File: config.mk
export PLATFORM = sky130hd
export DESIGN_NAME = zbb_count_unit
export DESIGN_NICKNAME = d
export VERILOG_FILES = /design/src/rtl/zbb_count_unit.sv
export SDC_FILE = /design/constraint.sdc
export NUM_CORES = 1
export LEC_CHECK = 0
export BUFFER_PORTS_ARGS = -buffer_cell sky130_fd_sc_hd__buf_4
export CORE_ASPECT_RATIO = 0.5
export CORE_MARGIN = 5
export CORE_UTILIZATION = 40
export DETAILED_ROUTE_END_ITERATION = 6
export HOLD_SLACK_MARGIN = 0.1
export PLACE_DENSITY_LB_ADDON = 0.15
export SLEW_MARGIN = 15
export SYNTH_ARGS = -nofsm -noshare
export SYNTH_HDL_FRONTEND = slang
export SYNTH_HIERARCHICAL = 1
export SYNTH_SLANG_ARGS = --single-unit
File: constraint.sdc
create_clock -name clk -period 6.8 [get_ports clk]
set_input_delay 1.7 -clock clk [delete_from_list [all_inputs] [get_ports clk]]
set_output_delay 1.7 -clock clk [all_outputs]
set_load 0.05 [all_outputs]
File: src/rtl/zbb_count_unit.sv
// zbb_count_unit: two-stage execute unit for the Zbb CLZ / CTZ / CPOP
// instructions. S1 registers the conditioned operand, S2 registers the
// zero-extended count. A valid/ready pipeline carries a destination tag
// alongside the data and flags the reserved opcode as illegal.
//
// Handshake contract (both ports): a transfer happens on a rising edge where
// valid & ready are both 1. A producer holds valid and its payload steady
// until the transfer. A consumer may drive ready without waiting for valid.
// in_ready is forced low while flush is high, so nothing enters on a
// flushing edge.

// Leading-zero counter, 32 bits, built as a balanced tree. Each node reports
// whether its slice holds a one (v) and how many zeros lead that slice (c).
// A parent takes the high child's count when the high child has a one.
// Otherwise it takes half-width plus the low child's count.
module zbb_lzc32 (
  input  logic [31:0] i_data,
  output logic [4:0]  o_count,
  output logic        o_all_zero
);

  logic [15:0] w_v0;
  logic [15:0] w_c0;
  logic [7:0]  w_v1;
  logic [1:0]  w_c1 [8];
  logic [3:0]  w_v2;
  logic [2:0]  w_c2 [4];
  logic [1:0]  w_v3;
  logic [3:0]  w_c3 [2];

  // Leaf level: bit pairs.
  for (genvar p = 0; p < 16; p++) begin : g_l0
    assign w_v0[p] = i_data[2*p+1] | i_data[2*p];
    assign w_c0[p] = ~i_data[2*p+1];
  end

  // Slices of 4 bits.
  for (genvar p = 0; p < 8; p++) begin : g_l1
    assign w_v1[p] = w_v0[2*p+1] | w_v0[2*p];
    assign w_c1[p] = w_v0[2*p+1] ? {1'b0, w_c0[2*p+1]} : {1'b1, w_c0[2*p]};
  end

  // Slices of 8 bits.
  for (genvar p = 0; p < 4; p++) begin : g_l2
    assign w_v2[p] = w_v1[2*p+1] | w_v1[2*p];
    assign w_c2[p] = w_v1[2*p+1] ? {1'b0, w_c1[2*p+1]} : {1'b1, w_c1[2*p]};
  end

  // Slices of 16 bits.
  for (genvar p = 0; p < 2; p++) begin : g_l3
    assign w_v3[p] = w_v2[2*p+1] | w_v2[2*p];
    assign w_c3[p] = w_v2[2*p+1] ? {1'b0, w_c2[2*p+1]} : {1'b1, w_c2[2*p]};
  end

  // Root. The count is meaningless when the word is all zero; the caller
  // substitutes 32 in that case.
  assign o_count    = w_v3[1] ? {1'b0, w_c3[1]} : {1'b1, w_c3[0]};
  assign o_all_zero = ~(w_v3[1] | w_v3[0]);

endmodule

// Population count, 32 bits, as a five-level adder tree. Each level's sum
// is one bit wider than its inputs, so no level can overflow.
module zbb_popcnt32 (
  input  logic [31:0] i_data,
  output logic [5:0]  o_count
);

  logic [1:0] w_s0 [16];
  logic [2:0] w_s1 [8];
  logic [3:0] w_s2 [4];
  logic [4:0] w_s3 [2];

  for (genvar p = 0; p < 16; p++) begin : g_l0
    assign w_s0[p] = {1'b0, i_data[2*p+1]} + {1'b0, i_data[2*p]};
  end

  for (genvar p = 0; p < 8; p++) begin : g_l1
    assign w_s1[p] = {1'b0, w_s0[2*p+1]} + {1'b0, w_s0[2*p]};
  end

  for (genvar p = 0; p < 4; p++) begin : g_l2
    assign w_s2[p] = {1'b0, w_s1[2*p+1]} + {1'b0, w_s1[2*p]};
  end

  for (genvar p = 0; p < 2; p++) begin : g_l3
    assign w_s3[p] = {1'b0, w_s2[2*p+1]} + {1'b0, w_s2[2*p]};
  end

  assign o_count = {1'b0, w_s3[1]} + {1'b0, w_s3[0]};

endmodule

module zbb_count_unit #(
  parameter int XLEN  = 32,
  parameter int TAG_W = 5
) (
  input  logic             clk,
  input  logic             rst,
  input  logic             flush,
  input  logic             in_valid,
  output logic             in_ready,
  input  logic [1:0]       in_op,
  input  logic [XLEN-1:0]  in_rs1,
  input  logic [TAG_W-1:0] in_tag,
  output logic             out_valid,
  input  logic             out_ready,
  output logic [XLEN-1:0]  out_result,
  output logic [TAG_W-1:0] out_tag,
  output logic             out_illegal
);

  typedef enum logic [1:0] {
    OP_CLZ  = 2'b00,
    OP_CTZ  = 2'b01,
    OP_CPOP = 2'b10,
    OP_RSV  = 2'b11
  } op_e;

  // Stage 1 registers
  logic             r_s1_valid;
  op_e              r_s1_op;
  logic [XLEN-1:0]  r_s1_operand;
  logic [TAG_W-1:0] r_s1_tag;

  // Stage 2 registers
  logic             r_s2_valid;
  logic [XLEN-1:0]  r_s2_result;
  logic [TAG_W-1:0] r_s2_tag;
  logic             r_s2_illegal;

  // Handshake and datapath wires
  op_e              w_in_op;
  logic             w_s1_advance;
  logic             w_in_fire;
  logic [XLEN-1:0]  w_rev;
  logic [XLEN-1:0]  w_cond;
  logic [4:0]       w_lzc_count;
  logic             w_lzc_all_zero;
  logic [5:0]       w_lzc6;
  logic [5:0]       w_pop6;
  logic [5:0]       w_res6;
  logic             w_illegal;

  assign w_in_op = op_e'(in_op);

  // S1 may hand its entry to S2 when S2 is empty or is draining this cycle.
  assign w_s1_advance = ~r_s2_valid | out_ready;
  // S1 can take a new entry when it is empty or moving on. A flush blocks
  // entry so that a killed cycle cannot leak a new operation into the pipe.
  assign in_ready     = (~r_s1_valid | w_s1_advance) & ~flush;
  assign w_in_fire    = in_valid & in_ready;

  // Bit reversal of the operand, so CTZ can reuse the leading-zero counter.
  always_comb begin
    w_rev = '0;
    for (int i = 0; i < XLEN; i++) begin
      w_rev[i] = in_rs1[XLEN-1-i];
    end
  end

  // Operand conditioning: CTZ sees the reversed word. The reserved op sees
  // zero, so a garbage operand cannot toggle the count logic.
  always_comb begin
    w_cond = in_rs1;
    case (w_in_op)
      OP_CLZ:  w_cond = in_rs1;
      OP_CTZ:  w_cond = w_rev;
      OP_CPOP: w_cond = in_rs1;
      default: w_cond = '0;
    endcase
  end

  zbb_lzc32 u_lzc (
    .i_data     (r_s1_operand[31:0]),
    .o_count    (w_lzc_count),
    .o_all_zero (w_lzc_all_zero)
  );

  zbb_popcnt32 u_pop (
    .i_data  (r_s1_operand[31:0]),
    .o_count (w_pop6)
  );

  // An all-zero word has 32 leading zeros, which is exactly {1, 00000}.
  assign w_lzc6 = {w_lzc_all_zero, w_lzc_all_zero ? 5'd0 : w_lzc_count};

  // Select the S2 result by opcode. The reserved op yields 0 and flags illegal.
  always_comb begin
    w_res6    = 6'd0;
    w_illegal = 1'b0;
    case (r_s1_op)
      OP_CLZ:  w_res6 = w_lzc6;
      OP_CTZ:  w_res6 = w_lzc6;
      OP_CPOP: w_res6 = w_pop6;
      default: begin
        w_res6    = 6'd0;
        w_illegal = 1'b1;
      end
    endcase
  end

  // Stage valid bits: reset beats flush, and flush beats normal advance.
  always_ff @(posedge clk) begin
    if (rst) begin
      r_s1_valid <= 1'b0;
      r_s2_valid <= 1'b0;
    end else if (flush) begin
      r_s1_valid <= 1'b0;
      r_s2_valid <= 1'b0;
    end else begin
      if (in_ready) begin
        r_s1_valid <= in_valid;
      end
      if (w_s1_advance) begin
        r_s2_valid <= r_s1_valid;
      end
    end
  end

  // S1 payload loads only on an accepted input. Its contents are don't-care
  // while r_s1_valid is low, so it has no reset.
  always_ff @(posedge clk) begin
    if (w_in_fire) begin
      r_s1_op      <= w_in_op;
      r_s1_operand <= w_cond;
      r_s1_tag     <= in_tag;
    end
  end

  // S2 payload: reset clears it so the outputs read zero during and after
  // reset. It loads only when a valid S1 entry moves down, and it holds
  // under backpressure.
  always_ff @(posedge clk) begin
    if (rst) begin
      r_s2_result  <= '0;
      r_s2_tag     <= '0;
      r_s2_illegal <= 1'b0;
    end else if (!flush && w_s1_advance && r_s1_valid) begin
      r_s2_result  <= {{(XLEN-6){1'b0}}, w_res6};
      r_s2_tag     <= r_s1_tag;
      r_s2_illegal <= w_illegal;
    end
  end

  assign out_valid   = r_s2_valid;
  assign out_result  = r_s2_result;
  assign out_tag     = r_s2_tag;
  assign out_illegal = r_s2_illegal;

endmodule
==> reports/results.tsv <==
stage	metric	value	unit
cts	cts_tree	yes	
finish	final_cell_mix	inv_1, buf_4, edfxtp_1, o21ai_0, nand2_1	
setup_path	crit_type	reg -> reg	
yosys	ys_types	49	
floorplan	fp.dieH	76.28	µm
yosys	yosysSeqAreaShare	0.4130	
floorplan	pin_count	84	
yosys	ys_warn_count	6	
cts	htreeDepth	2	
sta	setup_tns	0	ps
pwr	p_leak	1.768	nW
sta	hold_viol_final	0	
status	status	finished, final reports clean	
setup_path	cp-start-kind	flip-flop	
yosys	synthArstFlopShare	0	
finish	drive_gt1_frac	0.1773	
setup_path	worst_setup_path_end_kind	flip-flop	
setup_path	crit_required	7000	ps
yosys	avgSynthCellArea	9.551	µm²
place	port_buffers	57	
finish	area_growth	16.55	%
floorplan	design.core.area	8648	µm²
pwr	vdd_drop_max	0.2342	mV
cts	clock_path_buffers	2	
pwr	power_density	375.9	nW/µm²
setup_path	rr_startpoint	r_s1_operand[23]	
finish	layout.nets	497	
yosys	ys_ff_latch	53	
drt	wl	7590	µm
setup_path	critPathArrivalTime	5200	ps
drt	dr.pass1.iters	4	
place	gp_congestion	0.9324	
floorplan	die_w	142.6	µm
sta	slew_violations	0	
min_path	min_path_cells	2	
setup_path	r2r-end	out_result[4]	
setup_path	ff2ff_setup_slack	1800	ps
sta	max_slew_margin	0.3705	
floorplan	die_area	10870	µm²
cts	ctsHoldBuffers	0	
yosys	mappedNetlistArea	3515	µm²
yosys	synth-main-ff-cell	edfxtp_1	
yosys	synth_edf_count	39	
sta	period_needed	4996	ps
cts	clkLatencyLatePin	290	ps
cts	numCtsBuffers	5	
sta	fin_crit_sh	0.7348	
drt	vias	2561	
min_path	worstHoldStart	out_tag[2]	
sta	rsz0062_at_grt	no	
floorplan	rows	24	
global_route	grt_first_pass_wirelength	12400	µm
finish	layout_commonest_cell	inv_1	
place	place_worst_setup_slack	1786	ps
cts	post_cts_resized	0	
drt	final_antenna_net_count	0	
drt	remaining_drc_errors	0	
yosys	synthCells	368	
global_route	grt.total_usage	0.1427	
pwr	power	1.540	mW
cts	cts_sinks	53	
sta	setup_viol_count_final	0	
min_path	worstHoldPathType	reg -> reg	
min_path	holdPathEnd	out_tag[2]	
global_route	gr-total-overflow	0	
sta	layout_setup_ws	1804	ps
place	hpwl	6233	µm
cts	cts.reportedPaths.clkPinSlew	60	ps
setup_path	path_max_fanout	4	
drt	drt-vias-per-instance	4.734	
drt	drtIter0Drc	122	
setup_path	ff2ff_path_depth	16	
drt	drt-wirelength-per-cell	14.03	µm
global_route	grt_max_degree	40	
sta	skew	4.899	ps
global_route	grt_pass1_vias	2558	
global_route	antenna_found_initial	1	
sta	worstMarginPinSlew	944.2	ps
cts	cts_root_buffer	clkbuf_16	
floorplan	initial_core_util	0.4064	
flow_run	drv_cap	0	
cts	postCtsSetupBuffers	0	
sta	fmax	200.1	MHz
## synth_stat cells (2+ instances only)
cell | count | area (µm²)
inv_1 | 68 | 255.2
edfxtp_1 | 39 | 1171
o21ai_0 | 37 | 185.2
nand2_1 | 35 | 131.4
buf_4 | 26 | 195.2
fa_1 | 24 | 480.5
a21oi_1 | 23 | 115.1
nor2_1 | 16 | 60.06
dfxtp_1 | 14 | 280.3
ha_1 | 7 | 87.58
a211oi_1 | 6 | 45.04
buf_2 | 5 | 25.02
nand3_1 | 5 | 25.02
o21ai_1 | 5 | 25.02
a22oi_1 | 4 | 30.03
clkbuf_1 | 4 | 15.01
nand2b_1 | 4 | 25.02
nor4_1 | 4 | 25.02
and2b_1 | 3 | 22.52
nor2b_1 | 3 | 18.77
nor3_1 | 3 | 15.01
a21oi_2 | 2 | 17.52
nor2_2 | 2 | 12.51
o31ai_1 | 2 | 15.01
or4_1 | 2 | 15.01
xnor2_1 | 2 | 17.52
## worst max-delay path, cell delays in order (launching register included)
cell,delay (ps)
edfxtp_1,460
fa_1,590
fa_1,450
fa_1,560
fa_1,450
fa_1,490
inv_1,40
fa_1,420
inv_1,60
ha_1,160
inv_1,60
fa_1,390
nand2b_1,180
a21oi_2,140
xor2_1,170
a21oi_1,80
a211oi_1,220
## per-stage QoR
step	instance area [µm²]	hold WS (ps)	util	instances
2_1_floorplan	3608	491.7	-	393
3_3_place_gp	3944	474.5	0.4560	532
3_5_place_dp	3944	473.5	0.4560	532
4_1_cts	4094	482.6	0.4734	540
5_1_grt	4094	521.3	0.4734	540
6_report	4096	476.2	0.4737	541
## area by class of cell
type,instances,area (µm²)
clock buffer,7,142.6
tap,117,146.4
timing repair buffer,58,435.4
sequential,53,1451
antenna,1,2.502
fill,812,4552
inverter,68,255.2
multi-input combinational,236,1655
clock inverter,1,7.507
## flip-flops by register name, summed over array words and instances (netlist names)
name          cells
r_s1_valid        1
out_valid         1
r_s1_op           2
out_result        6
out_tag           5
r_s1_operand     32
out_illegal       1
r_s1_tag          5
## how the worst max path moves through the flow
stage	start	end	slack, ps
after floorplan	r_s1_operand[11]	out_result[4]	2070
after global placement	r_s1_operand[23]	out_result[4]	1950
after detailed placement	r_s1_operand[23]	out_result[4]	1790
after CTS	r_s1_operand[23]	out_result[4]	1800
after global routing	r_s1_operand[23]	out_result[4]	1580
final	r_s1_operand[23]	out_result[4]	1800
## kinds of logic (layout without fill, tap and decap cells)
group | after synthesis | in the layout | share of synthesized area
DFF | 53 | 53 | 0.4130
other | 1 | 27 | 0.001067
AOI/OAI and AO/OA | 90 | 90 | 0.1527
and+or+nand+nor | 86 | 86 | 0.1214
buffers and inverters | 104 | 134 | 0.1428
adders and majority gates | 31 | 31 | 0.1616
xor gates and xnor gates | 3 | 3 | 0.007477
## routing by layer
| layer | GRT usage | vias to the layer above | part of all wire |
|---|---|---|---|
| met4 | 0.02751 | 0 | 0.0072 |
| met5 | 0 | - | 0 |
| li1 | - | 1277 | - |
| met1 | 0.2199 | 1182 | 0.50 |
| met3 | 0.04263 | 6 | 0.090 |
| met2 | 0.1971 | 96 | 0.40 |
## where the power goes
group | internal, mW | leakage [nW] | switching, mW
combinational | 0.398 | 1.23 | 0.498
sequential | 0.371 | 0.466 | 0.0215
clock | 0.147 | 0.0701 | 0.105
Power figures use the tool's default switching activity.
